File: src/rtl/konark_tohost_pkg.sv
`default_nettype none
// ============================================================================
// Module      : konark_tohost_pkg
// Description : Shared types and helpers for the tohost/fromhost mailbox.
//               Holds the mailbox state enum, the default register byte
//               addresses and the byte-lane write-merge helper.
// Revision    : 1.0 - initial release
// ============================================================================
package konark_tohost_pkg;

    // Mailbox protocol state.
    typedef enum logic [1:0] {
        ST_IDLE      = 2'd0,
        ST_PENDING   = 2'd1,
        ST_WAIT_RESP = 2'd2,
        ST_EXITED    = 2'd3
    } tohost_state_e;

    // Default byte addresses of the two mailbox registers.
    localparam logic [47:0] c_tohost_addr_default   = 48'h0000_8000_1000;
    localparam logic [47:0] c_fromhost_addr_default = 48'h0000_8000_1040;

    // Byte-lane merge: take the new byte when its strobe is set, otherwise
    // keep the old byte. Applied per lane so it works for any data width.
    function automatic logic [7:0] merge_byte(
        input logic [7:0] old_byte,
        input logic [7:0] new_byte,
        input logic       en
    );
        return en ? new_byte : old_byte;
    endfunction

endpackage : konark_tohost_pkg
`default_nettype wire

File: src/rtl/konark_tohost_mailbox.sv
`default_nettype none
// ============================================================================
// Module      : konark_tohost_mailbox
// Description : Core-to-host mailbox. The core writes a command word into
//               tohost; the host pops it and either treats it as an exit
//               (bit 0 set, sticky EXITED state) or answers by writing
//               fromhost, which also clears tohost.
// Ports       : clk_i/rst_i          - clock, synchronous active-high reset
//               req_*                - core request channel (valid/ready)
//               rsp_*                - core response, one cycle after accept
//               host_valid_o/ready_i - host pop of the tohost value
//               host_resp_*          - host write into fromhost
//               exit_*/busy_o        - status
// Revision    : 1.0 - initial release
// ============================================================================
module konark_tohost_mailbox
    import konark_tohost_pkg::*;
#(
    parameter int unsigned          AddrWidth    = 48,
    parameter int unsigned          DataWidth    = 64,
    parameter logic [AddrWidth-1:0] TohostAddr   = c_tohost_addr_default,
    parameter logic [AddrWidth-1:0] FromhostAddr = c_fromhost_addr_default
) (
    input  logic                   clk_i,
    input  logic                   rst_i,
    // core request
    input  logic                   req_valid_i,
    output logic                   req_ready_o,
    input  logic [AddrWidth-1:0]   req_addr_i,
    input  logic                   req_write_i,
    input  logic [DataWidth-1:0]   req_wdata_i,
    input  logic [DataWidth/8-1:0] req_strb_i,
    // core response
    output logic                   rsp_valid_o,
    output logic [DataWidth-1:0]   rsp_rdata_o,
    output logic                   rsp_error_o,
    // host pop
    output logic                   host_valid_o,
    input  logic                   host_ready_i,
    output logic [DataWidth-1:0]   host_data_o,
    // host response
    input  logic                   host_resp_valid_i,
    input  logic [DataWidth-1:0]   host_resp_data_i,
    // status
    output logic                   exit_valid_o,
    output logic [30:0]            exit_code_o,
    output logic                   busy_o
);

    localparam int unsigned c_strb_width = DataWidth / 8;

    tohost_state_e        r_state;
    logic [DataWidth-1:0] r_tohost;
    logic [DataWidth-1:0] r_fromhost;
    logic                 r_rsp_valid;
    logic [DataWidth-1:0] r_rsp_rdata;
    logic                 r_rsp_error;
    logic                 r_host_valid;
    logic                 r_exit_valid;
    logic [30:0]          r_exit_code;
    logic                 r_busy;

    logic [DataWidth-1:0] w_tohost_merged;
    logic [DataWidth-1:0] w_fromhost_merged;
    logic                 w_hit_tohost;
    logic                 w_hit_fromhost;
    logic                 w_tohost_stall;
    logic                 w_accept;
    logic                 w_host_resp;

    for (genvar i = 0; i < c_strb_width; i++) begin : g_merge
        assign w_tohost_merged[8*i +: 8]   = merge_byte(r_tohost[8*i +: 8],
                                                        req_wdata_i[8*i +: 8],
                                                        req_strb_i[i]);
        assign w_fromhost_merged[8*i +: 8] = merge_byte(r_fromhost[8*i +: 8],
                                                        req_wdata_i[8*i +: 8],
                                                        req_strb_i[i]);
    end

    assign w_hit_tohost   = (req_addr_i == TohostAddr);
    assign w_hit_fromhost = (req_addr_i == FromhostAddr);

    // Only a new tohost command can stall: the previous one is still in
    // flight with the host. Reads and all other accesses always proceed.
    assign w_tohost_stall = req_write_i && w_hit_tohost &&
                            ((r_state == ST_PENDING) || (r_state == ST_WAIT_RESP));
    assign req_ready_o    = !w_tohost_stall;
    assign w_accept       = req_valid_i && req_ready_o;

    // The host answer only counts while a response is actually awaited.
    assign w_host_resp    = (r_state == ST_WAIT_RESP) && host_resp_valid_i;

    always_ff @(posedge clk_i) begin
        if (rst_i) begin
            r_state      <= ST_IDLE;
            r_tohost     <= '0;
            r_fromhost   <= '0;
            r_rsp_valid  <= 1'b0;
            r_rsp_rdata  <= '0;
            r_rsp_error  <= 1'b0;
            r_host_valid <= 1'b0;
            r_exit_valid <= 1'b0;
            r_exit_code  <= '0;
            r_busy       <= 1'b0;
        end else begin
            // Response: reads see the register values before this edge.
            r_rsp_valid <= w_accept;
            r_rsp_rdata <= '0;
            r_rsp_error <= 1'b0;
            if (w_accept) begin
                if (w_hit_tohost) begin
                    if (!req_write_i) r_rsp_rdata <= r_tohost;
                end else if (w_hit_fromhost) begin
                    if (!req_write_i) r_rsp_rdata <= r_fromhost;
                end else begin
                    r_rsp_error <= 1'b1;
                end
            end

            // fromhost: the host answer beats a colliding core write.
            if (w_host_resp) begin
                r_fromhost <= host_resp_data_i;
            end else if (w_accept && req_write_i && w_hit_fromhost) begin
                r_fromhost <= w_fromhost_merged;
            end

            case (r_state)
                ST_IDLE: begin
                    if (w_accept && req_write_i && w_hit_tohost) begin
                        r_tohost <= w_tohost_merged;
                        if (w_tohost_merged != '0) begin
                            r_state      <= ST_PENDING;
                            r_host_valid <= 1'b1;
                            r_busy       <= 1'b1;
                        end
                    end
                end
                ST_PENDING: begin
                    if (host_ready_i) begin
                        r_host_valid <= 1'b0;
                        if (r_tohost[0]) begin
                            r_state      <= ST_EXITED;
                            r_exit_valid <= 1'b1;
                            r_exit_code  <= r_tohost[31:1];
                        end else begin
                            r_state <= ST_WAIT_RESP;
                        end
                    end
                end
                ST_WAIT_RESP: begin
                    if (host_resp_valid_i) begin
                        r_tohost <= '0;
                        r_state  <= ST_IDLE;
                        r_busy   <= 1'b0;
                    end
                end
                // Sticky until reset; tohost writes are silently dropped.
                ST_EXITED: begin
                end
                default: begin
                    r_state <= ST_IDLE;
                end
            endcase
        end
    end

    assign rsp_valid_o  = r_rsp_valid;
    assign rsp_rdata_o  = r_rsp_rdata;
    assign rsp_error_o  = r_rsp_error;
    assign host_valid_o = r_host_valid;
    assign host_data_o  = r_tohost;
    assign exit_valid_o = r_exit_valid;
    assign exit_code_o  = r_exit_code;
    assign busy_o       = r_busy;

endmodule : konark_tohost_mailbox
`default_nettype wire

File: config.mk
export PLATFORM = sky130hd
export DESIGN_NAME = konark_tohost_mailbox
export DESIGN_NICKNAME = d
export VERILOG_FILES = /design/src/rtl/konark_tohost_pkg.sv /design/src/rtl/konark_tohost_mailbox.sv
export SDC_FILE = /design/constraint.sdc
export NUM_CORES = 1
export LEC_CHECK = 0
export ABC_AREA = 1
export CELL_PAD_IN_SITES_DETAIL_PLACEMENT = 0
export CELL_PAD_IN_SITES_GLOBAL_PLACEMENT = 1
export CORE_MARGIN = 2
export CORE_UTILIZATION = 29
export CTS_CLUSTER_DIAMETER = 200
export DETAILED_ROUTE_END_ITERATION = 7
export GPL_TIMING_DRIVEN = 0
export PLACE_DENSITY_LB_ADDON = 0.3
export RECOVER_POWER = 50
export SLEW_MARGIN = 25
export SYNTH_ARGS = -nofsm -noshare
export SYNTH_HDL_FRONTEND = slang
export SYNTH_SLANG_ARGS = --single-unit
File: constraint.sdc
create_clock -name clk_i -period 2.2 [get_ports clk_i]
set_clock_uncertainty 0.1 [all_clocks]
set_input_delay 0.55 -clock clk_i [delete_from_list [all_inputs] [get_ports clk_i]]
set_output_delay 0.55 -clock clk_i [all_outputs]
set_load 0.01 [all_outputs]
==> impl_results.md <==
* Synth unique cells at 30
* CTS buffer count at 28
* # clock sinks at 230
* Root Driver: clkbuf_16
* Iter 0 DRT Violations at 710
* Sw frac at 0.370
* Final hold slack at 0.367 ns
* Fillers at 4,243
* Length of the first detailed-routing pass in iterations at 8
* Highest-delay cell along the critical path: clkdlybuf4s50_1
* Syn nets at 1,967
* Main synth FF type: dfxtp_1
* Syn avg cell area at 6.60 um2
* Post-DP HPWL at 37,100 um
* Vias in the first global route at 12,300
* Hold_buf cts at 0
* CTS tree: built
* Worst Path Arrival at 1.53 ns
* CP startpoint kind: register
* First-pass GRT wire length at 73,400 um
* Synth Register Bits at 230
* Fin nets at 2,366
* Top delay family on crit path: buffers and inverters
* Final setup viols at 0
* # Max-Cap Violations at 0
* DRT Wirelength at 49,200 um
* Top post-synthesis cells by count: nand2_1 (464), nor2_1 (300), dfxtp_1 (230)
* Fin crit period at 2.18 ns
* Crit-path cells: clkdlybuf4s50_1
* Wire per inst at 18.1 um
* Internal cell power at 0.00997 W
* Post-synth top area share at 0.394
* Io pins at 355
* Die height at 205 um
* Site Rows at 73
* Initial Utilization at 0.294
* Area Overhead vs Synth at 47.2%
* Die X at 205 um
* Non-Filler Instances at 2,717
* Hold Path Class: register to register
* Largest net degree at the start of global routing at 15
* Tcrit/Tclk final at 0.989
* Switching pwr at 0.00584 W
* Multi-input logic area at 6050 um2
* Antenna violations before repair at 0
* Routed Antenna Nets at 0
* Fraction of layout instances using a drive strength above 1 at 0.126
* Clock Latency Late Sink at 0.58 ns
* CTS H-tree depth at 1
* Total grt overflow at 0
* Cell type with the largest total area after synthesis: dfxtp_1
* Asr flop ratio synth at 0
* Post-placement cell count at 2,649
* Power per Cell Area at 919 nW/um2
* PortBufs at 350
* Sequential standard cell area at 4660 um2
* CP Class: register to primary output
* Hold Vio Cnt, Final at 0
* Part of the power in the clock network at 0.305
* Worst VDD drop at 0.619 mV
* CTS Buffer Depth at 3
* Worst slew pin tran at 0.807 ns
* Static Leakage at 8.11 nW
* Vias at 12,800
* Clock transition at the registers of the reported paths at 0.06 ns
* Post-Syn Area at 11,700 um2
* Sequential cell area fraction in the yosys report at 0.394
* Core ar. at 39,700 um2
* Crit. End Element: primary output
* Combinational cell fraction of total power at 0.360
* Total Power at 0.0158 W
* Buf+Inv Stages, Crit Path at 1
* Register share of total power at 0.335
* Outcome: finished clean
* Largest stage delay on the critical path at 0.62 ns
* Fin util at 0.433
* GP Congestion at 0.869
* Post-synth EDFFs at 0
* Slew margin rel. at 0.462
* Post-synthesis instance total at 1,773
* Synth area leaders: dfxtp_1 (39%), nand2_1 (15%), nor2_1 (9.6%)
* Max-slew violations at 0
* F_max at 460 MHz
* Worst Path Required at 1.55 ns
* Crit Path Max Fanout at 2
* Vias per cell at 4.70
* Most frequent cell after synthesis: nand2_1
* YS warnings at 0
* # DRC at 0
* Gr usage total at 0.228
* N_diodes at 0
* Die ar. at 41,900 um2
layout make-up:
cell class / instances / area share
clock buffer: 42 / 0.0478
inverter: 133 / 0.0292
sequential: 230 / 0.271
multi-input combinational: 1290 / 0.351
buffer: 117 / 0.0479
tap: 525 / 0.0382
timing repair buffer: 372 / 0.208
clock inverter: 8 / 0.00734
final timing paths:
path                         from              end  slack (ns)  cells past startpoint
setup reg to reg       r_state[0]   r_fromhost[61]        0.15                     10
hold / removal    exit_code_o[10]  exit_code_o[10]        0.37                      2
setup / recovery  exit_code_o[30]  exit_code_o[30]        0.02                      1
hold reg to reg   exit_code_o[10]  exit_code_o[10]        0.37                      2
kinds of logic after synthesis:
logic type      count (synthesis)  synth area share
simple gates                  929             0.323
fa+ha+maj                       4           0.00428
compound gates                298             0.128
flops                         230             0.394
mux                            59            0.0505
buf+inv                       253             0.100
cells in the final DEF (no fill, tap or decap), types with 4 or more instances in the layout:
cell,instances
nor2_4,6
inv_1,124
dfxtp_2,38
buf_12,5
o21ai_1,38
nand3_1,132
nand4_1,4
a21oi_1,139
clkbuf_2,59
buf_8,5
dlymetal6s2s_1,21
buf_2,19
and2_1,6
buf_4,22
clkbuf_4,4
buf_6,24
inv_2,7
nand3_2,5
nand2_1,454
o21ai_0,120
clkbuf_1,41
clkbuf_8,11
nand2_2,9
clkbuf_16,28
dlygate4sd2_1,27
clkinv_2,4
dfxtp_1,190
nor2_1,292
clkdlybuf4s50_1,256
mux2i_1,59
nor2_2,7
layer usage:
layer	global-route usage	wire length, um
met5	0	0
met4	0.0518	908
met3	0.0355	3190
met2	0.388	23000
met1	0.303	22000
sequential cells by signal, indices dropped and copies added, names as in the netlist:
| signal | cells |
|---|---|
| exit_code_o | 31 |
| r_state | 2 |
| busy_o | 1 |
| host_data_o | 64 |
| rsp_valid_o | 1 |
| host_valid_o | 1 |
| exit_valid_o | 1 |
| r_fromhost | 64 |
| rsp_error_o | 1 |
| rsp_rdata_o | 64 |
power by group through the flow:
stage	sequential, W	combinational [W]	clock [W]
2_1_floorplan	0.00524	0.00305	0
3_3_place_gp	0.00534	0.00542	0
3_5_place_dp	0.00534	0.00548	0
4_1_cts	0.00529	0.00567	0.00494
5_1_grt	0.00536	0.00630	0.00512
6_report	0.00530	0.00569	0.00483
what timing repair did:
item / CTS / global route
cloned: 3 / 0
buffers inserted: 15 / 5
endpoints found under the setup margin: 257 / 211
endpoints found under the hold margin: 0 / 0
pin swaps: 37 / 48
gates resized for setup: 202 / 150
per-stage QoR:
| step | instance area [um2] | worst slack (ns) | TNS (ns) |
|---|---|---|---|
| finish | 17200 | 0.0247 | 0 |
| global placement | 15900 | -1.16 | -161.25 |
| CTS | 17200 | -0.104 | -0.104 |
| detailed placement | 15900 | -0.857 | -142.63 |
| floorplan | 11700 | 0.0571 | 0 |
| global route | 17200 | -0.00660 | -0.00989 |
(Power assumes the default switching activity.)
==> patch 1: new RTL, same settings <==
Reset style: asynchronous (`rst_i`), changed in one clocked block. Comments in the files are not updated.
--- a/src/rtl/konark_tohost_mailbox.sv
+++ b/src/rtl/konark_tohost_mailbox.sv
@@ -92,3 +92,3 @@
 
-    always_ff @(posedge clk_i) begin
+    always_ff @(posedge clk_i or posedge rst_i) begin
         if (rst_i) begin
Function: differs if rst_i is asserted again (counterexample within 4 cycles, from zero or initial values and one cycle with rst_i high); with rst_i held inactive, the same outputs for 4 cycles.
==> patch 1 against the unedited design <==
  * The run now ends with setup timing left
  * Critical path depth up 5
  * Synthesized area up 3.5%
  * Cell count down 5.6%
  * Setup slack worse by 0.079 ns
  * Wire length down 0.62%
  * Cell area up 3.5%
  * Sequential share of layout area up 5.3 points
  * Sequential cell count unchanged
  * Highest routed layer is now met5
Power is not compared: it rests on default switching activity, and its combinational part moved more than twofold at a synthesized area within 25%.
==> patch 1: results (changes against the unedited design) <==
* H-tree levels at 1 (unchanged)
* TritonRoute pass-1 iters at 5 (-3)
* Worst-path fanout max at 3 (+1)
* Area contributors post-synth: dfrtp_1, nand2_1, nand3_1
* CP arrival at 1.60 ns (+0.07 ns)
* Post-DP HPWL at 36.4 mm (-1.9%)
* Slew margin rel. at 0.407 (-0.0552)
* Largest net degree at the start of global routing at 33 (+18)
* Violated checks: setup timing
* Clock-pin slew of the registers on the worst-case setup and hold paths at 0.06 ns (about the same)
* Syn_nets at 1778 (-9.6%)
* Sequential fraction of the synthesis area at 0.476 (+0.0818)
* WHS Path Cells at 4 (+2)
* Hold Path Origin: req_strb_i[6]
* Cell variety after synth at 32 (+6.7%)
* Reg-to-reg endpoint: rsp_rdata_o[8]
* Clock latency on the worst-skew pair at 0.56 ns (-0.02 ns)
* Post-DP Area at 16500 sq um (+3.9%)
* RePlAce Congestion at 0.849 (-2.3%)
* Slack of the worst reg-to-reg path at -0.01 ns (-0.16 ns)
* Most frequent cells after synthesis: nand2_1, dfrtp_1, nand3_1, inv_1, nor2_1
* Via Count at 12200 (-4.3%)
* Share of cells above drive strength 1 at 0.153 (+0.0271)
* Hold Path Class: in2reg
* Number of CTS-inserted buffers at 29 (+3.6%)
* Switching share of total power at 0.297
* # port buffers at 350 (unchanged)
* Initial antenna violation count at 3 (+3)
* First-pass GRT wire length at 74.9 mm (+2.0%)
* Status: finished with violations
* Hold WS at 0.306 ns (-0.0609 ns)
* Total GRT Usage at 0.223 (-0.00509)
* 1st-iter DRT viols at 806 (+14%)
* Hold Crit Endpoint: r_fromhost[48]
* VDD IR max at 482 uV
* Ys async rst share at 1.00 (+1.00)
* Number of global-route vias before repair at 12500 (+1.3%)
* FF-to-FF path depth at 12 (+2)
* Setup crit start: r_state[0]
* Static Leak at 8.57 nW
* Clock buffer depth at 3 (unchanged)
* Final setup violation count at 2 (+2)
* # nets final at 2207 (-6.7%)
* Yosys warnings at 0 (unchanged)
* Setup WS post-layout at -0.0548 ns (-0.0794 ns)
* Clock Tree Root: clkbuf_16
* Wire length per cell at 19.0 um (+5.2%)
==> patch 1: changes by cell type in the layout (fill, tap and decap cells not counted), moves of 22 or more <==
cell,delta
a21oi_1,-39
clkbuf_1,-25
clkbuf_2,-39
clkdlybuf4s15_1,+22
dfrtp_1,+224
dfxtp_1,-190
dfxtp_2,-38
dlygate4sd2_1,+36
mux2_2,+35
mux2i_1,-59
nand2_1,+101
nor2_1,-187
o21ai_0,-53
o21ai_2,+45
==> patch 1: power by group through the flow <==
stage          registers, mW  logic, mW  clock network [mW]
2_1_floorplan           5.03       1.04                   0
3_3_place_gp            5.05       2.42                   0
3_5_place_dp            5.04       2.49                   0
4_1_cts                 4.94       2.53                4.84
5_1_grt                 4.98       2.78                5.03
6_report                4.94       2.49                4.72
==> patch 1: cell type report <==
cell class                 instances  area (sq um)
buffer                            82           578
clock buffer                      40           857
timing repair buffer             399          3890
fill                            4243         23200
antenna                            1          2.50
clock inverter                    11          82.6
inverter                         129           487
multi-input combinational       1142          5490
sequential                       230          5760
tap                              532           666
==> patch 1: per-stage QoR <==
stage          setup slack, ns  setup TNS (ns)  std cells  utilization
2_1_floorplan            -1.46         -335.33       1584            -
3_3_place_gp             -3.53        -1015.50       2466        0.397
3_5_place_dp             -1.51         -213.48       2476        0.402
4_1_cts                -0.0497         -0.0497       2562        0.433
5_1_grt                 -0.105           -2.06       2566        0.434
6_report               -0.0548         -0.0657       2566        0.434
==> patch 1: repair_timing <==
| action | 4_1_cts | 5_1_grt |
|---|---|---|
| hold buffers | 0 | 0 |
| pin swaps | 46 | 25 |
| buffers inserted | 36 | 3 |
| setup endpoints to repair | 279 | 182 |
| gates resized for setup | 173 | 71 |
==> patch 1: worst max path at each step <==
stage                endpoint  cells past startpoint
2_1_floorplan          busy_o                      1
3_3_place_gp   r_fromhost[43]                      2
3_5_place_dp   r_fromhost[55]                      8
4_1_cts           req_ready_o                      6
5_1_grt           req_ready_o                      6
6_report          req_ready_o                      6
==> patch 1: logic make-up (layout without fill, tap and decap cells) <==
family / Yosys count / after routing / synth area share
other: 0 / 1 / 0
flip-flops: 230 / 230 / 0.476
AND/OR/NAND/NOR: 867 / 867 / 0.293
multiplexers: 35 / 35 / 0.0326
adder cells (fa/ha/maj): 4 / 4 / 0.00414
AO/OA/AOI/OAI: 236 / 236 / 0.112
buffers and inverters: 212 / 661 / 0.0825
==> patch 1: critical path, cell delays in order, from the launching register on <==
cell and delay [ns]:
dfrtp_1 0.40, inv_2 0.09, ha_4 0.28, nand2_4 0.04, inv_2 0.06, nand2_2 0.06
buf_6 0.13
==> patch 1: per-layer routing <==
layer / wire [um] / track usage
met1: 21300 / 0.293
met4: 1270 / 0.0670
met5: 25 / 0
met3: 2910 / 0.0406
met2: 23300 / 0.375
==> patch 2: new RTL, same flow settings <==
Made on the original files. The parameter `AddrWidth` goes from 48 to 96.
--- a/src/rtl/konark_tohost_mailbox.sv
+++ b/src/rtl/konark_tohost_mailbox.sv
@@ -18,3 +18,3 @@
 #(
-    parameter int unsigned          AddrWidth    = 48,
+    parameter int unsigned          AddrWidth    = 96,
     parameter int unsigned          DataWidth    = 64,
Ports: changed (resized req_addr_i); port bits go from 355 to 403. No check against the original RTL was run, so the function may have changed too.
==> patch 2 against the unedited design <==
  * The run now ends with setup timing left
  * Setup slack got worse by 0.050 ns
  * Global-route usage is 0.50 points higher
  * Sequential cell count stayed put
  * Power is 2.6% higher
  * Cell area grew 1.3%
  * Synthesized area rose by 0.34%
  * Sequential share of layout area fell by 0.46 points
  * Wire length grew 1.8%
  * Highest routed layer unchanged
==> patch 2: results (changes against the unedited design) <==
* 1st-iter DRT viols at 712 (+0.28%)
* Share of cells above drive strength 1 at 0.130 (+0.00328)
* Clock Tree Root: clkbuf_16
* Worst-path fanout max at 3 (+1)
* Reg2Reg Launch Point: r_state[1]
* Initial antenna violation count at 3 (+3)
* Aggregate negative setup slack at -0.0253 ns (-0.0253 ns)
* CP arrival at 1.58 ns (+0.05 ns)
* Cell variety after synth at 26 (-13%)
* CP max-delay cell: nor2_4
* # port buffers at 397 (+13%)
* TritonRoute pass-1 iters at 5 (-3)
* # nets final at 2482 (+4.9%)
* Vias/cell at 4.64 (-1.2%)
* Yosys warnings at 0 (unchanged)
* Clock buffer depth at 3 (unchanged)
* Number of global-route vias before repair at 12800 (+4.0%)
* Fin area at 17400 sq um (+1.3%)
* Hold Path Origin: host_valid_o
* Placed cells at 2726 (+2.9%)
* Ys async rst share at 0 (unchanged)
* Slack of the worst reg-to-reg path at 0.09 ns (-0.06 ns)
* Syn_nets at 2046 (+4.0%)
* Post-DP Area at 16400 sq um (+3.1%)
* Final setup violation count at 1 (+1)
* Total GRT Usage at 0.233 (+0.00498)
* Hold Path Class: reg2reg
* Hold Crit Endpoint: host_valid_o
* Largest net degree at the start of global routing at 14 (-1)
* Reg-to-reg endpoint: rsp_rdata_o[13]
* Mapped Avg Cell Area at 6.50 sq um (-1.4%)
* Most frequent cells after synthesis: nand2_1, nor2_1, dfxtp_1, inv_1, o21ai_0
* Fill cell count at 4250 (+0.16%)
* Number of CTS-inserted buffers at 28 (unchanged)
* Main synth FF type: dfxtp_1
* Sequential fraction of the synthesis area at 0.392 (-0.00134)
* FF-to-FF path depth at 9 (-1)
* Clock latency on the worst-skew pair at 0.56 ns (-0.02 ns)
* Status: finished with violations
* CP peak stage delay at 0.18 ns (-0.44 ns)
* Setup WS post-layout at -0.0253 ns (-0.0499 ns)
* WHS Path Cells at 2 (unchanged)
* Post-DP HPWL at 38.0 mm (+2.5%)
* Delay-heaviest family, CP: simple AND/OR/NAND/NOR gates
* VDD IR max at 535 uV (-14%)
* Violated checks: setup timing
* Slew margin rel. at 0.528 (+0.0657)
* First-pass GRT wire length at 75.1 mm (+2.4%)
* Static Leak at 7.54 nW (-7.0%)
* Area contributors post-synth: dfxtp_1, nand2_1, nor2_1
* H-tree levels at 1 (unchanged)
* Via Count at 12900 (+1.3%)
* Clock-pin slew of the registers on the worst-case setup and hold paths at 0.06 ns (about the same)
* Post-Route WL at 50.0 mm (+1.8%)
* RePlAce Congestion at 0.893 (+2.9%)
[patch 2: cell types whose count changed after synthesis, sizes merged, moves of 22 or more]
cell    change
a211oi     +64
a21oi      -40
inv        +79
nand2      -23
nand3      -22
o21ai      -30
[patch 2: cells by family after synthesis]
logic type | Yosys count | synth area share
simple gates | 890 | 0.302
buf+inv | 326 | 0.110
compound gates | 293 | 0.139
flops | 230 | 0.392
mux | 61 | 0.0520
fa+ha+maj | 4 | 0.00427
[patch 2: final cells by class]
cell class / instances / share of cell area
Antenna cell: 3 / 0.000431
Buffer: 114 / 0.0380
Clock buffer: 43 / 0.0492
Clock inverter: 7 / 0.00488
Inverter: 211 / 0.0456
Multi-Input combinational cell: 1249 / 0.347
Sequential cell: 230 / 0.266
Tap cell: 525 / 0.0377
Timing Repair Buffer: 406 / 0.211
[patch 2: how the worst max path moves through the flow]
stage          cells past startpoint            from  slack (ns)         endpoint
4_1_cts                           10  req_addr_i[32]       -0.10      req_ready_o
3_5_place_dp                      11  req_addr_i[20]       -1.17  rsp_rdata_o[31]
2_1_floorplan                     14  req_addr_i[95]        0.04   r_fromhost[10]
5_1_grt                            8  req_addr_i[26]       -0.08      req_ready_o
3_3_place_gp                      11  req_addr_i[20]       -1.17  rsp_rdata_o[31]
6_report                           8  req_addr_i[26]       -0.03      req_ready_o
[patch 2: power breakdown]
group	total [mW]	internal, mW	switching (mW)
registers	5.43	4.79	0.636
logic	6.02	2.47	3.55
clock network	4.78	2.89	1.89
[patch 2: per-stage QoR]
stage / total power [mW] / setup slack [ns] / hold WS (ns)
floorplan: 8.65 / 0.0404 / 0.348
global placement: 11.3 / -1.17 / 0.342
detailed placement: 11.3 / -1.17 / 0.336
CTS: 16.3 / -0.105 / 0.330
global route: 17.4 / -0.0845 / 0.363
finish: 16.2 / -0.0253 / 0.341
[patch 2: timing repair]
item / CTS / global route
pin swaps: 94 / 84
resized for setup: 326 / 208
setup buffers: 6 / 3
setup endpoints to repair: 234 / 235
gates cloned: 1 / 0
[patch 2: worst min-delay path: stages, from the launching register on]
cell,delay (ns)
dfxtp_1,0.31
inv_1,0.05
a21oi_1,0.05
[patch 2: metal layers]
layer / track usage / vias to the layer above / part of all wire
li1: - / 6588 / -
met1: 0.304 / 5887 / 0.44
met2: 0.390 / 379 / 0.47
met3: 0.0410 / 83 / 0.059
met4: 0.0761 / 0 / 0.028
met5: 0 / - / 0
